<file path="config.mk">
export PLATFORM = sky130hd
export DESIGN_NAME = simple_mem_slave
export DESIGN_NICKNAME = d
export VERILOG_FILES = /design/src/rtl/mem_slave_pkg.sv /design/src/rtl/sat_counter.sv /design/src/rtl/simple_mem_slave.sv
export SDC_FILE = /design/constraint.sdc
export NUM_CORES = 1
export LEC_CHECK = 0
export BUFFER_PORTS_ARGS = -buffer_cell sky130_fd_sc_hd__buf_4
export CORE_MARGIN = 10
export CORE_UTILIZATION = 45
export CTS_BUF_LIST = sky130_fd_sc_hd__clkbuf_2 sky130_fd_sc_hd__clkbuf_4 sky130_fd_sc_hd__clkbuf_8
export CTS_CLUSTER_DIAMETER = 60
export DETAILED_ROUTE_END_ITERATION = 10
export PLACE_DENSITY = 0.62
export SYNTH_ARGS = -nofsm -noshare
export SYNTH_HDL_FRONTEND = slang
export SYNTH_SLANG_ARGS = --single-unit
</file>
<file path="constraint.sdc">
create_clock -name clk -period 7.6 [get_ports clk]
set_clock_uncertainty 0.2 [all_clocks]
set_input_delay 0.38 -clock clk [delete_from_list [all_inputs] [get_ports clk]]
set_output_delay 0.38 -clock clk [all_outputs]
set_load 0.005 [all_outputs]
</file>
<file path="src/rtl/mem_slave_pkg.sv">
// Shared types and constants for simple_mem_slave: FSM state encoding and the
// write-protected address window used when MEM_WPROT_EN is defined.
package mem_slave_pkg;

  typedef enum logic [1:0] {
    StIdle,
    StWrite,
    StRead,
    StResp
  } state_e;

  localparam logic [5:0] WPROT_BASE = 6'h38;
  localparam logic [5:0] WPROT_LAST = 6'h3F;

  // Zero-extend so the window check works for any address width.
  function automatic logic in_wprot(logic [31:0] a);
    return (a >= 32'(WPROT_BASE)) && (a <= 32'(WPROT_LAST));
  endfunction

endpackage

</file>
<file path="src/rtl/sat_counter.sv">
// Saturating up-counter with synchronous active-low reset; holds at all-ones.
module sat_counter #(
  parameter int unsigned WIDTH = 16
) (
  input  logic             clk,
  input  logic             rst_n,
  input  logic             inc,
  output logic [WIDTH-1:0] count
);

  logic [WIDTH-1:0] count_q;

  always_ff @(posedge clk) begin
    if (!rst_n) begin
      count_q <= '0;
    end else if (inc && (count_q != '1)) begin
      count_q <= count_q + 1'b1;
    end
  end

  assign count = count_q;

endmodule

</file>
<file path="src/rtl/simple_mem_slave.sv">
// Register-array memory slave with a 4-state access FSM and access counters.
// Optional MEM_WPROT_EN: writes to 0x38-0x3F are dropped and flagged on err.
module simple_mem_slave
  import mem_slave_pkg::*;
#(
  parameter int unsigned ADDR_W = 6,
  parameter int unsigned DATA_W = 8,
  parameter int unsigned CNT_W  = 16
) (
  input  logic              clk,
  input  logic              rst_n,
  input  logic              en,
  input  logic              wr,
  input  logic [ADDR_W-1:0] addr,
  input  logic [DATA_W-1:0] wdata,
  output logic              ready,
  output logic [DATA_W-1:0] rdata,
  output logic              rvalid,
  output logic [CNT_W-1:0]  wr_cnt,
  output logic [CNT_W-1:0]  rd_cnt,
  output logic              err
);

  localparam int unsigned Depth = 2 ** ADDR_W;

  state_e              state_q, state_d;
  logic [ADDR_W-1:0]   addr_q;
  logic [DATA_W-1:0]   wdata_q;
  logic [DATA_W-1:0]   rdata_q;
  logic                rvalid_q;
  logic                err_q;
  logic                wprot_q;
  logic [DATA_W-1:0]   mem_q [Depth];
  logic                accept;
  logic                wprot_hit;
  logic                wr_inc;
  logic                rd_inc;

  assign ready  = (state_q == StIdle);
  assign accept = en && ready;

`ifdef MEM_WPROT_EN
  assign wprot_hit = in_wprot(32'(addr));
`else
  assign wprot_hit = 1'b0;
`endif

  assign wr_inc = accept && wr && !wprot_hit;
  assign rd_inc = accept && !wr;

  always_comb begin
    state_d = state_q;
    unique case (state_q)
      StIdle:  if (accept) state_d = wr ? StWrite : StRead;
      StWrite: state_d = StIdle;
      StRead:  state_d = StResp;
      StResp:  state_d = StIdle;
      default: state_d = StIdle;
    endcase
  end

  always_ff @(posedge clk) begin
    if (!rst_n) begin
      state_q  <= StIdle;
      addr_q   <= '0;
      wdata_q  <= '0;
      rdata_q  <= '0;
      rvalid_q <= 1'b0;
      err_q    <= 1'b0;
      wprot_q  <= 1'b0;
      for (int unsigned i = 0; i < Depth; i++) begin
        mem_q[i] <= '0;
      end
    end else begin
      state_q  <= state_d;
      // rvalid is high exactly while the FSM sits in RESP.
      rvalid_q <= (state_q == StRead);
      err_q    <= accept && wr && wprot_hit;
      if (accept) begin
        addr_q  <= addr;
        wdata_q <= wdata;
        wprot_q <= wr && wprot_hit;
      end
      if (state_q == StWrite && !wprot_q) begin
        mem_q[addr_q] <= wdata_q;
      end
      if (state_q == StRead) begin
        rdata_q <= mem_q[addr_q];
      end
    end
  end

  assign rdata  = rdata_q;
  assign rvalid = rvalid_q;
  assign err    = err_q;

  sat_counter #(
    .WIDTH (CNT_W)
  ) u_wr_cnt (
    .clk   (clk),
    .rst_n (rst_n),
    .inc   (wr_inc),
    .count (wr_cnt)
  );

  sat_counter #(
    .WIDTH (CNT_W)
  ) u_rd_cnt (
    .clk   (clk),
    .rst_n (rst_n),
    .inc   (rd_inc),
    .count (rd_cnt)
  );

endmodule

</file>
Word level (Yosys, flattened, before mapping) --
Memories as Yosys holds them, arrays and structs flattened. A register that Yosys moved wholly into a read port is not among the register bits. Index checks and enable logic that the tools add are counted.
Operators by class: add/subtract/negate cells 2, $mul 0, divide/modulo/power cells 0, order comparisons 0, eq/ne operators 6, shifts and indexed selects 0, multiplexer cells 10, bitwise operators 0, reductions and logical operators 10
Operators with widths (number):
- 16-bit by 1-bit adder with 16-bit output, second input constant | 2
- 16-bit != test, second input constant | 2
- 8-bit 2-to-1 mux | 1
- 8-bit OR reduction | 1
- 6-bit 2-to-1 mux | 1
- 2-bit case mux with 3 select lines | 1
- 1-bit logical AND | 5
- 1-bit 2-to-1 mux | 5
- 2-bit equality test, second input constant | 2
- 2-bit 2-to-1 mux | 2
- 2-bit by 1-bit equality test with 1-bit output, second input constant | 1
- 1-bit logical NOT | 2
- 2-bit logical NOT | 1
- 2-bit by 1-bit != test with 1-bit output, second input constant | 1
- 2-bit OR reduction | 1
Word-level totals: flip-flop bits (word level) 49, latch bits 0, memory bits (writable) 512, memory bits (read-only) 0, bits of input ports 18, output and inout bits 43, word-level logic and storage cells 35, memories kept 1
Memories:
- mem_q | depth 64, width 8, rd ports 1, clocked after Yosys merged registers in 1, write ports 64, line simple_mem_slave.sv:33 | logic [DATA_W-1:0] mem_q [Depth];

Logic depth before layout (Yosys ltp) --
Gate-level depths: netlist of run 1.
depth in word-level cells 6, mapped depth 10, mapped depth without buffers 7

Hierarchy --
From an unflattened synthesis of run 1, not the netlist that was laid out.
Second synthesis, totals: cell total of the unflattened synthesis 2091, area total of the unflattened synthesis 26629.3 um^2
By module, submodules not included:
- simple_mem_slave | times used 1, cells an instance 1897, area an instance 24955.2 um^2, sequential area each 15875.2 um^2
- sat_counter | times used 2, cells an instance 97, area an instance 837.1 um^2, sequential area each 320.3 um^2

Least setup slack after synthesis of run 1 --
Ideal clock, no wire load.
path type register -> register, from register addr_q[2], to memory mem_q[14][0] (enable), setup time 0.384 ns, arrival 1.873 ns, data required time 7.016 ns, setup slack 5.143 ns, stages on the path, launching flop included 7, path buffers 4, period minus slack after synthesis 2.457 ns, path through dfxtp_1 > buf_4 > buf_4 > buf_2 > nand3_1 > clkbuf_1 > o21ai_0
RTL lines:
- from (decl) | line simple_mem_slave.sv:27 | logic [ADDR_W-1:0] addr_q;
- from (signal assigned) | line simple_mem_slave.sv:80 | addr_q <= addr;
- to (decl) | line simple_mem_slave.sv:33

==> summary.txt, run 1 <==
Status
  • Status: finished, final reports clean

Worst setup path
  • Critical Path Sink: mem_q[21][7]$_SDFFCE_PN0P_
  • WP data arrival: 4.35 ns
  • R2R cell count: 5
  • CP Launch Type: flop
  • RR Endpoint: mem_q[21][7]$_SDFFCE_PN0P_
  • Worst Setup End Kind: flop
  • Crit Path Category: flop to flop
  • R2R Setup Slk: 3.36 ns
  • Worst setup startpoint: addr_q[2]$_SDFFE_PN0P_
  • Worst-path fanout max: 59
  • Worst EP required: 7.71 ns
  • R2R Path Start: addr_q[2]$_SDFFE_PN0P_

Drt
  • Routed Wire Length: 78.44 mm
  • Routed vias: 17,440
  • Vias per std cell: 5.939
  • Starting DRT DRC Count: 1,860
  • Wire per inst: 26.72 um
  • DR DRC count: 0
  • DRT Pass-1 Iters: 5
  • Final antenna-violating net count: 0

Power
  • Gate power share: 0.067
  • Worst vdd ir: 0.0001352 V
  • Pint: 5.235 mW
  • PwrDens: 237.0 nW/um^2
  • Lkg Pwr: 10.48 nW
  • Clock power share: 0.410
  • Sw power: 1.749 mW
  • Sequential Power Share: 0.524
  • Sw frac: 0.2504

Layout
  • Nets: 2,109
  • Core Util, Final: 0.5088
  • Share of cells above drive strength 1: 0.1540
  • Synth-to-layout area growth: 11.47%

Synthesis
  • Sequential area share after synthesis: 0.6248
  • Mapped Cells: 2,058
  • Synth Cell Area: 26,430 um^2
  • FFs w/ async S/R, synth: 0
  • Synth top area share: 0.5817
  • YS warnings: 0
  • Cell variety after synth: 70
  • Post-synth EDFFs: 512
  • Seq cells post-synth: 569
  • Synth Area per Inst: 12.84 um^2
  • Predominant post-synthesis flop cell: edfxtp_1
  • Syn Nets: 2,078
  • Cell taking the most area after synthesis: edfxtp_1
  • Synth area leaders: edfxtp_1 58%, and2_1 13%, dfxtp_1 4.3%, mux2i_1 3.6%, mux4_2 2.8%

Timing
  • Final setup viols: 0
  • Least-Margin Pin Slew: 1.331 ns
  • Crit share post-route: 0.5578
  • Setup ws final: 3.360 ns
  • Max_slew headroom: 0.1030
  • Final Max Slew Viols: 0
  • Unrepaired setup endpoints after global routing: no
  • Final-report hold violation count: 0
  • Peak Freq: 235.9 MHz
  • Period minus WS final: 4.240 ns
  • Setup TNS Final: 0 ns

Floorplan
  • Die H: 262.4 um
  • Chip Width: 262.4 um
  • IO Pins: 61
  • Core ar.: 57,920 um^2
  • Initial Utilization: 0.4564
  • Core Rows: 88
  • DIE AREA: 68,830 um^2

CTS
  • Clk sinks: 569
  • Clk buf depth: 3
  • Root Buffer: clkbuf_8
  • Post-CTS resize count: 0
  • Setup Buffers After CTS: 0
  • Clk Latency, worst-skew pair: 0.71 ns
  • TritonCTS clock tree: yes
  • TritonCTS buffer count: 95
  • Htree depth: 3
  • Clk slew on worst S/H paths: 0.06 ns

Placed design
  • Port bufs: 59
  • Post-detail-place hpwl: 47.04 mm
  • Placement Setup Slack: 3.418 ns
  • GP Congestion: 0.8841

GRT
  • Initial antenna violation count: 3
  • Largest net degree at the start of global routing: 118
  • First-pass GRT wire length: 116.1 mm
  • Total global routing overflow: 0
  • Vias in the first global route: 17,150
  • Total Routing Usage GR: 0.2229

Run
  • Max Cap Viol: 0

Worst hold path
  • Worst hold path type: input port to flop
==> critical path, stage by stage, from the launching register on <==
cell     delay [ns]
dfxtp_4        0.92
inv_1          0.09
buf_4          0.30
nor3_1         0.33
nand2_1        0.79
o21ai_0        1.22
==> power groups by stage <==
stage | Clock, mW | Sequential [mW] | Combinational (mW)
floorplan | 0 | 3.59 | 0.343
global placement | 0 | 3.72 | 0.443
detailed placement | 0 | 3.72 | 0.449
CTS | 2.90 | 3.66 | 0.458
global route | 3.05 | 3.67 | 0.491
finish | 2.86 | 3.66 | 0.465
==> synth_stat cells, types with 6 or more instances <==
| master | instances |
|---|---|
| a211oi_1 | 6 |
| a21boi_0 | 17 |
| a21oi_1 | 37 |
| a221oi_1 | 33 |
| a22o_1 | 11 |
| a22oi_1 | 38 |
| a31oi_1 | 15 |
| and2_1 | 544 |
| buf_2 | 32 |
| buf_4 | 13 |
| clkbuf_1 | 108 |
| dfxtp_1 | 57 |
| edfxtp_1 | 512 |
| mux2_2 | 39 |
| mux2i_1 | 96 |
| mux4_2 | 33 |
| nand2_1 | 80 |
| nand3_1 | 18 |
| nand4_1 | 6 |
| nor2_1 | 97 |
| nor2b_1 | 11 |
| nor3_1 | 12 |
| o21ai_0 | 102 |
| o22ai_1 | 26 |
| xnor2_1 | 14 |
| xor2_1 | 14 |
==> flip-flops by register name (all words and copies together), names as in the netlist <==
signal	count
addr_q	6
mem_q	512
rdata	8
rvalid	1
state_q	2
u_rd_cnt.count	16
u_wr_cnt.count	16
wdata_q	8
==> layer usage <==
metal / routed length (um) / global-route usage / vias up
li1: - / - / 7563
met1: 32090 / 0.3008 / 8706
met2: 35580 / 0.3436 / 968
met3: 7721 / 0.05247 / 195
met4: 3023 / 0.08538 / 4
met5: 25 / 0 / -
==> per-stage QoR <==
step	hold slack (ns)	instance area (um^2)	total power [mW]	cells
6_report	0.2946	29470	6.984	2936
5_1_grt	0.2847	29460	7.202	2935
4_1_cts	0.2399	29460	7.016	2934
2_1_floorplan	0.2942	26430	3.935	2058
3_3_place_gp	0.3016	27290	4.163	2738
3_5_place_dp	0.3191	27290	4.169	2738
==> how the worst min path moves through the flow <==
stage | from | end | slack [ns] | depth (start not counted)
2_1_floorplan | u_rd_cnt.count[11]$_SDFFE_PN0P_ | u_rd_cnt.count[11]$_SDFFE_PN0P_ | 0.29 | 2
3_3_place_gp | u_rd_cnt.count[11]$_SDFFE_PN0P_ | u_rd_cnt.count[11]$_SDFFE_PN0P_ | 0.30 | 2
3_5_place_dp | u_rd_cnt.count[11]$_SDFFE_PN0P_ | u_rd_cnt.count[11]$_SDFFE_PN0P_ | 0.32 | 2
4_1_cts | wdata[4] | wdata_q[4]$_SDFFE_PN0P_ | 0.24 | 4
5_1_grt | wdata[2] | wdata_q[2]$_SDFFE_PN0P_ | 0.28 | 4
6_report | wdata[2] | wdata_q[2]$_SDFFE_PN0P_ | 0.29 | 4
==> layout make-up <==
class	count	area [um^2]
Multi-Input combinational cell	1323	9183
Inverter	7	26.28
Sequential cell	569	16560
Fill cell	5058	28450
Tap cell	765	957.2
Clock inverter	50	400.4
Antenna cell	2	5.005
Timing Repair Buffer	93	758.2
Clock buffer	127	1579
==> layout by cell type (no fill, tap or decap), types with 4 or more instances in the layout <==
master,n
a31oi_1,15
o21ai_0,102
edfxtp_1,512
clkinv_2,20
nor2_1,96
nor3_1,12
nor2b_1,8
dfxtp_4,11
and4_1,5
nand3_1,18
xnor2_1,14
a22oi_1,38
mux2_2,39
nand2b_1,4
clkbuf_8,100
a22o_1,11
buf_4,73
clkinv_1,19
a221o_1,4
mux2i_1,96
and2_1,544
a21oi_1,37
inv_1,5
dlygate4sd3_1,19
a221oi_1,33
nand2_1,80
o2bb2ai_1,5
dfxtp_1,46
mux4_2,33
bufinv_16,6
a211oi_1,6
xor2_1,14
and3_1,5
nand4_1,6
a21boi_0,17
o22ai_1,26
clkbuf_4,27
==> timing repair <==
item | in CTS | in global routing
hold endpoints to repair | 46 | 0
hold buffers | 19 | 0
setup endpoints to repair | 0 | 0
==> kinds of logic (layout without fill, tap and decap cells) <==
family,Yosys count,after routing,synth area share
AND/OR/NAND/NOR,806,806,0.1748
adder cells (fa/ha/maj),2,2,0.0009465
XOR/XNOR,28,28,0.009278
AO/OA/AOI/OAI,318,318,0.08056
flip-flops,569,569,0.6248
other,1,3,0.0001419
multiplexers,168,168,0.08108
buffers and inverters,166,277,0.02835
No activity file was read; power rests on OpenSTA's default activity.
==> run 2: changes to the inputs <==
--- a/config.mk
+++ b/config.mk
@@ -11,7 +11,7 @@
 export CTS_BUF_LIST = sky130_fd_sc_hd__clkbuf_2 sky130_fd_sc_hd__clkbuf_4 sky130_fd_sc_hd__clkbuf_8
 export CTS_CLUSTER_DIAMETER = 60
 export DETAILED_ROUTE_END_ITERATION = 10
-export PLACE_DENSITY = 0.62
+export PLACE_DENSITY = 0.64
 export SYNTH_ARGS = -nofsm -noshare
 export SYNTH_HDL_FRONTEND = slang
 export SYNTH_SLANG_ARGS = --single-unit
==> constraint.sdc (replaced) <==
create_clock -name clk -period 3.9 [get_ports clk]
set_clock_uncertainty 0.2 [all_clocks]
set_input_delay 0.195 -clock clk [delete_from_list [all_inputs] [get_ports clk]]
set_output_delay 0.195 -clock clk [all_outputs]
set_load 0.005 [all_outputs]
==> run 2 against run 1 <==
Against the previous run:
- total power grew 94%
- maximum frequency rose by 39%
- non-clock buffer count increased by 120
- highest routed layer unchanged
- die area unchanged
- flip-flop and latch count did not move
- sequential share of layout area down 1.7 points
- sequential power increased by 93%
- critical path depth grew 2
- combinational power grew 130%
- clock power grew 88%
- final cell count rose by 3.8%
- critical path type unchanged
==> summary.txt, run 2 (same netlist as run 1, synthesis figures left out) <==
Status
  • Status: finished, final reports clean

Timing
  • Period minus WS final: 3.061 ns (-1.179 ns)
  • Final-report hold violation count: 0 (unchanged)
  • Final Max Slew Viols: 0 (unchanged)
  • Setup TNS Final: 0 ns (unchanged)
  • Unrepaired setup endpoints after global routing: no
  • Least-Margin Pin Slew: 1.187 ns (-0.1448 ns)
  • Crit share post-route: 0.7847 (+0.2269)
  • Max_slew headroom: 0.2005 (+0.09756)
  • Final setup viols: 0 (unchanged)
  • Peak Freq: 326.7 MHz (+39%)

Worst setup path
  • CP Launch Type: flop
  • WP data arrival: 3.44 ns (-0.91 ns)
  • Worst EP required: 4.28 ns (-3.43 ns)
  • Worst Setup End Kind: flop
  • Worst-path fanout max: 27 (-54%)
  • Crit Path Category: flop to flop

CTS
  • TritonCTS buffer count: 95 (unchanged)
  • TritonCTS clock tree: yes
  • Root Buffer: clkbuf_8
  • Clk buf depth: 3 (unchanged)
  • Clk slew on worst S/H paths: 0.07 ns (about the same)
  • Clk Latency, worst-skew pair: 0.70 ns (about the same)
  • Clk sinks: 569 (unchanged)
  • Htree depth: 3 (unchanged)

Run
  • Max Cap Viol: 0 (unchanged)

Drt
  • Starting DRT DRC Count: 2,171 (+17%)
  • DRT Pass-1 Iters: 6 (+1)
  • Vias per std cell: 5.837 (-1.7%)
  • Wire per inst: 25.95 um (-2.9%)
  • Final antenna-violating net count: 0 (unchanged)
  • Routed vias: 17,780 (+2.0%)
  • Routed Wire Length: 79.07 mm (+0.80%)
  • DR DRC count: 0 (unchanged)

Placed design
  • Port bufs: 59 (unchanged)
  • Post-detail-place hpwl: 50.25 mm (+6.8%)
  • GP Congestion: 0.9326 (+5.5%)

Layout
  • Nets: 2,229 (+5.7%)
  • Most common cell after layout, fill and taps aside: and2_1
  • Most frequent cells in the layout: 544 x and2_1, 512 x edfxtp_1, 165 x buf_4
  • Max reg flops: 512 (unchanged)
  • Share of cells above drive strength 1: 0.1876 (+0.03357)
  • Fill cells: 5,014 (-0.87%)
  • Largest Register: mem_q
  • Synth-to-layout area growth: 14.94%
  • ANT cells: 0 (-2)

Floorplan
  • Core Rows: 88 (unchanged)
  • Chip Width: 262.4 um (unchanged)
  • Die H: 262.4 um (unchanged)
  • Initial Utilization: 0.4564 (unchanged)
  • IO Pins: 61 (unchanged)
  • DIE AREA: 68,830 um^2 (unchanged)
  • Core ar.: 57,920 um^2 (unchanged)

Power
  • Lkg Pwr: 11.03 nW (+5.2%)
  • Worst vdd ir: 0.0002522 V (+87%)
  • Tot Pwr: 13.52 mW (+94%)
  • PwrDens: 445.2 nW/um^2 (+88%)

GRT
  • First-pass GRT wire length: 117.4 mm (+1.1%)
  • Total Routing Usage GR: 0.2231 (+0.0002262)
  • Vias in the first global route: 17,820 (+3.9%)
  • Largest net degree at the start of global routing: 122 (+3.4%)
  • Total global routing overflow: 0 (unchanged)
  • Initial antenna violation count: 3 (unchanged)

Worst hold path
  • Worst hold path type: flop to flop
run 2: cell types whose count changed in the layout (fill, tap and decap cells not counted), moves of 5 or more:
cell | previous run | this run
clkbuf_4 | 27 | 44
clkbuf_8 | 100 | 106
clkinv_2 | 20 | 4
buf_4 | 73 | 165
bufinv_16 | 6 | 1
clkinv_1 | 19 | 13
dlygate4sd3_1 | 19 | 44
run 2: critical path, stage by stage (launching register included):
cell and delay [ns]:
dfxtp_4 0.56, buf_4 0.45, nor2b_1 0.72, a22oi_1 0.21
nand3_1 0.18, nand3_1 0.17, a211oi_1 0.34, a21oi_1 0.10
run 2: final timing paths:
| path | from | end | slack (ns) | depth (start not counted) |
|---|---|---|---|---|
| worst max-delay path | addr_q[0]$_SDFFE_PN0P_ | rdata[7]$_SDFFE_PN0P_ | 0.84 | 7 |
| worst min-delay path | u_rd_cnt.count[11]$_SDFFE_PN0P_ | u_rd_cnt.count[11]$_SDFFE_PN0P_ | 0.32 | 2 |
| worst max register to register | addr_q[0]$_SDFFE_PN0P_ | rdata[7]$_SDFFE_PN0P_ | 0.84 | 7 |
| worst min register to register | u_rd_cnt.count[11]$_SDFFE_PN0P_ | u_rd_cnt.count[11]$_SDFFE_PN0P_ | 0.32 | 2 |
run 2: where the power goes:
| part | switching, mW | internal (mW) |
|---|---|---|
| Combinational | 0.680 | 0.398 |
| Sequential | 0.226 | 6.83 |
| Clock | 2.44 | 2.95 |
run 2: per-layer routing:
layer  up-vias  wire length [um]  track usage
met5         -                12            0
met4         2              3022      0.08694
met3       173              7757      0.05900
met2       925             36070       0.3454
met1      8890             32210       0.2950
li1       7794                 -            -
run 2: cell type report:
type | count | area (um^2) | area share
multi-input cells | 1323 | 9183 | 0.3022
clock inverters | 20 | 117.6 | 0.003871
well taps | 765 | 957.2 | 0.03150
clock buffers | 150 | 1789 | 0.05889
inverters | 7 | 26.28 | 0.0008648
flip-flops and latches | 569 | 16550 | 0.5447
repair buffers | 213 | 1759 | 0.05790
run 2: what timing repair did:
item / CTS / global route
gates resized for setup: 0 / 0
hold buffers: 44 / 0
hold endpoints to repair: 57 / 0
buffers inserted: 0 / 0
run 2: per-stage QoR:
stage,instance area [um^2],util,hold slack [ns],cells,setup WS [ns]
6_report,30380,0.5246,0.3192,3047,0.8395
3_5_place_dp,28030,0.4841,0.2593,2833,0.8489
5_1_grt,30380,0.5246,0.2998,3047,0.6972
2_1_floorplan,26430,-,0.1399,2058,1.443
3_3_place_gp,28030,0.4841,0.2477,2833,0.8651
4_1_cts,30380,0.5246,0.2698,3047,0.8590
==> run 3: changes to the inputs <==
--- a/config.mk
+++ b/config.mk
@@ -11,7 +11,7 @@
 export CTS_BUF_LIST = sky130_fd_sc_hd__clkbuf_2 sky130_fd_sc_hd__clkbuf_4 sky130_fd_sc_hd__clkbuf_8
 export CTS_CLUSTER_DIAMETER = 60
 export DETAILED_ROUTE_END_ITERATION = 10
-export PLACE_DENSITY = 0.64
+export PLACE_DENSITY = 0.62
 export SYNTH_ARGS = -nofsm -noshare
 export SYNTH_HDL_FRONTEND = slang
 export SYNTH_SLANG_ARGS = --single-unit
==> constraint.sdc (replaced) <==
create_clock -name clk -period 2.85 [get_ports clk]
set_clock_uncertainty 0.2 [all_clocks]
set_input_delay 0.1425 -clock clk [delete_from_list [all_inputs] [get_ports clk]]
set_output_delay 0.1425 -clock clk [all_outputs]
set_load 0.005 [all_outputs]
==> run 3 against run 2 <==
Against the previous run:
- global-route usage grew 0.30 points
- design area grew 2.5%
- flip-flop and latch count is the same
- critical endpoint is now rdata[3]$_SDFFE_PN0P_
==> summary.txt, run 3 (same netlist as run 1, synthesis figures left out) <==
Status
  • Status: finished, final reports clean

Floorplan
  • Core Rows: 88 (unchanged)
  • Initial Utilization: 0.4564 (unchanged)
  • Core ar.: 57,920 um^2 (unchanged)
  • DIE AREA: 68,830 um^2 (unchanged)
  • Chip Width: 262.4 um (unchanged)
  • Die H: 262.4 um (unchanged)
  • IO Pins: 61 (unchanged)

Power
  • Tot Pwr: 18.69 mW (+38%)
  • PwrDens: 599.9 nW/um^2 (+35%)
  • Lkg Pwr: 11.46 nW (+3.9%)
  • Worst vdd ir: 0.0003628 V (+44%)

Layout
  • Non-filler cells in the finished layout: 3,128 (+2.7%)
  • Largest Register: mem_q
  • Nets: 2,302 (+3.3%)
  • Most frequent cells in the layout: 544 x and2_1, 512 x edfxtp_1, 220 x buf_4
  • Max reg flops: 512 (unchanged)
  • Post-route cell area: 31,150 um^2 (+2.5%)
  • ANT cells: 0 (unchanged)
  • Share of cells above drive strength 1: 0.2095 (+0.02192)
  • Most common cell after layout, fill and taps aside: and2_1
  • Synth-to-layout area growth: 17.85%

Worst hold path
  • Worst hold path type: input port to flop
  • Worst hold path cell count: 4 (+2)
  • End point of the worst hold path: state_q[1]$_SDFFE_PN0P_
  • Hold path start: wr

CTS
  • Root Buffer: clkbuf_8
  • Htree depth: 3 (unchanged)
  • Clk Latency, worst-skew pair: 0.70 ns (about the same)
  • Clk buf depth: 3 (unchanged)
  • Clk sinks: 569 (unchanged)
  • TritonCTS buffer count: 95 (unchanged)
  • Clk slew on worst S/H paths: 0.06 ns (about the same)
  • TritonCTS clock tree: yes

Placed design
  • Port bufs: 59 (unchanged)
  • Dpl cells: 2,903 (+2.5%)
  • GP Congestion: 0.8859 (-5.0%)
  • Post-detail-place hpwl: 51.95 mm (+3.4%)
  • Placement Setup Slack: 0.1448 ns (-0.7042 ns)
  • Post-DP Area: 28,720 um^2 (+2.5%)

GRT
  • Largest net degree at the start of global routing: 122 (unchanged)
  • First-pass GRT wire length: 118.3 mm (+0.69%)
  • Initial antenna violation count: 0 (-3)
  • Total Routing Usage GR: 0.2261 (+0.002962)
  • Vias in the first global route: 18,000 (+0.99%)
  • Total global routing overflow: 0 (unchanged)

Worst setup path
  • R2R Setup Slk: 0.06 ns (-0.78 ns)
  • Worst setup startpoint: addr_q[2]$_SDFFE_PN0P_
  • Worst-path fanout max: 23 (-15%)
  • R2R Path Start: addr_q[2]$_SDFFE_PN0P_
  • R2R cell count: 7 (unchanged)
  • WP data arrival: 3.13 ns (-0.31 ns)
  • Worst Setup End Kind: flop
  • Worst EP required: 3.20 ns (-1.08 ns)
  • CP Launch Type: flop
  • Crit Path Category: flop to flop
  • RR Endpoint: rdata[3]$_SDFFE_PN0P_

Drt
  • Starting DRT DRC Count: 1,875 (-14%)
  • Met2 wire len: 37.48 mm (+3.9%)
  • DR DRC count: 0 (unchanged)
  • DRT Pass-1 Iters: 5 (-1)
  • Top layer in use: met4
  • Wire per inst: 25.51 um (-1.7%)
  • Final antenna-violating net count: 0 (unchanged)
  • Routed Wire Length: 79.81 mm (+0.93%)
  • Vias per std cell: 5.780 (-0.97%)
  • Routed wl met3: 6.795 mm (-12%)
  • Routed vias: 18,080 (+1.7%)
  • M1 WL: 32.96 mm (+2.3%)

Timing
  • Unrepaired setup endpoints after global routing: no
  • Least-Margin Pin Slew: 0.8799 ns (-0.3067 ns)
  • Crit share post-route: 0.9778 (+0.1930)
  • Period minus WS final: 2.787 ns (-0.2739 ns)
  • Peak Freq: 358.9 MHz (+9.8%)
  • Setup TNS Final: 0 ns (unchanged)
  • Setup ws final: 0.06336 ns (-0.7761 ns)
  • Max_slew headroom: 0.4112 (+0.2107)
  • Final-report hold violation count: 0 (unchanged)
  • Final setup viols: 0 (unchanged)
  • Final Max Slew Viols: 0 (unchanged)

Run
  • Max Cap Viol: 0 (unchanged)
run 3: changes by cell type in the layout (fill, tap and decap cells not counted), sizes merged:
cell / before / now
buf: 169 / 239
bufinv: 1 / 3
clkbuf: 150 / 136
clkinv: 17 / 38
clkinvlp: 3 / 1
dlygate4sd3: 44 / 47
inv: 6 / 7
run 3: what timing repair did:
| action | 4_1_cts | 5_1_grt |
|---|---|---|
| setup buffers | 0 | 0 |
| setup endpoints to repair | 0 | 3 |
| hold endpoints to repair | 57 | 0 |
| hold buffers | 47 | 0 |
| resized for setup | 0 | 2 |
run 3: layer usage:
metal  vias up  global-route usage
li1       7941                   -
met1      9079              0.3058
met2       901              0.3577
met3       159             0.04492
met4         0             0.07791
met5         -                   0
run 3: layout make-up:
type	count	area [um^2]
clock inverters	42	261.5
flip-flops and latches	569	16540
inverters	7	26.28
repair buffers	286	2494
multi-input cells	1323	9186
fillers	4953	26760
well taps	765	957.2
clock buffers	136	1690
run 3: worst max path at each step:
stage | end | slack, ns
final | rdata[3]$_SDFFE_PN0P_ | 0.06
after CTS | rdata[3]$_SDFFE_PN0P_ | 0.12
after global placement | rdata[3]$_SDFFE_PN0P_ | 0.16
after global routing | u_wr_cnt.count[1]$_SDFFE_PN0P_ | 0.0003
after detailed placement | rdata[3]$_SDFFE_PN0P_ | 0.14
after floorplan | mem_q[14][0]$_SDFFCE_PN0P_ | 0.39
run 3: stage by stage:
stage	hold WS (ns)	util
2_1_floorplan	0.08741	-
3_5_place_dp	0.2046	0.4959
5_1_grt	0.2558	0.5379
4_1_cts	0.1988	0.5378
6_report	0.2485	0.5379
3_3_place_gp	0.2017	0.4959
run 3: critical path, stage by stage (launching register included):
cell and delay (ns):
dfxtp_4 0.55, buf_12 0.20, buf_4 0.26, mux4_2 0.37
mux2i_1 0.47, o22ai_1 0.25, nor2_1 0.20, a41oi_1 0.13
run 3: power by group:
| group | total [mW] | switching (mW) | leakage, nW | internal [mW] |
|---|---|---|---|---|
| logic | 1.73 | 1.08 | 4.67 | 0.649 |
| registers | 9.54 | 0.193 | 5.76 | 9.34 |
| clock network | 7.42 | 3.34 | 1.04 | 4.09 |
| total | 18.7 | 4.61 | 11.5 | 14.1 |
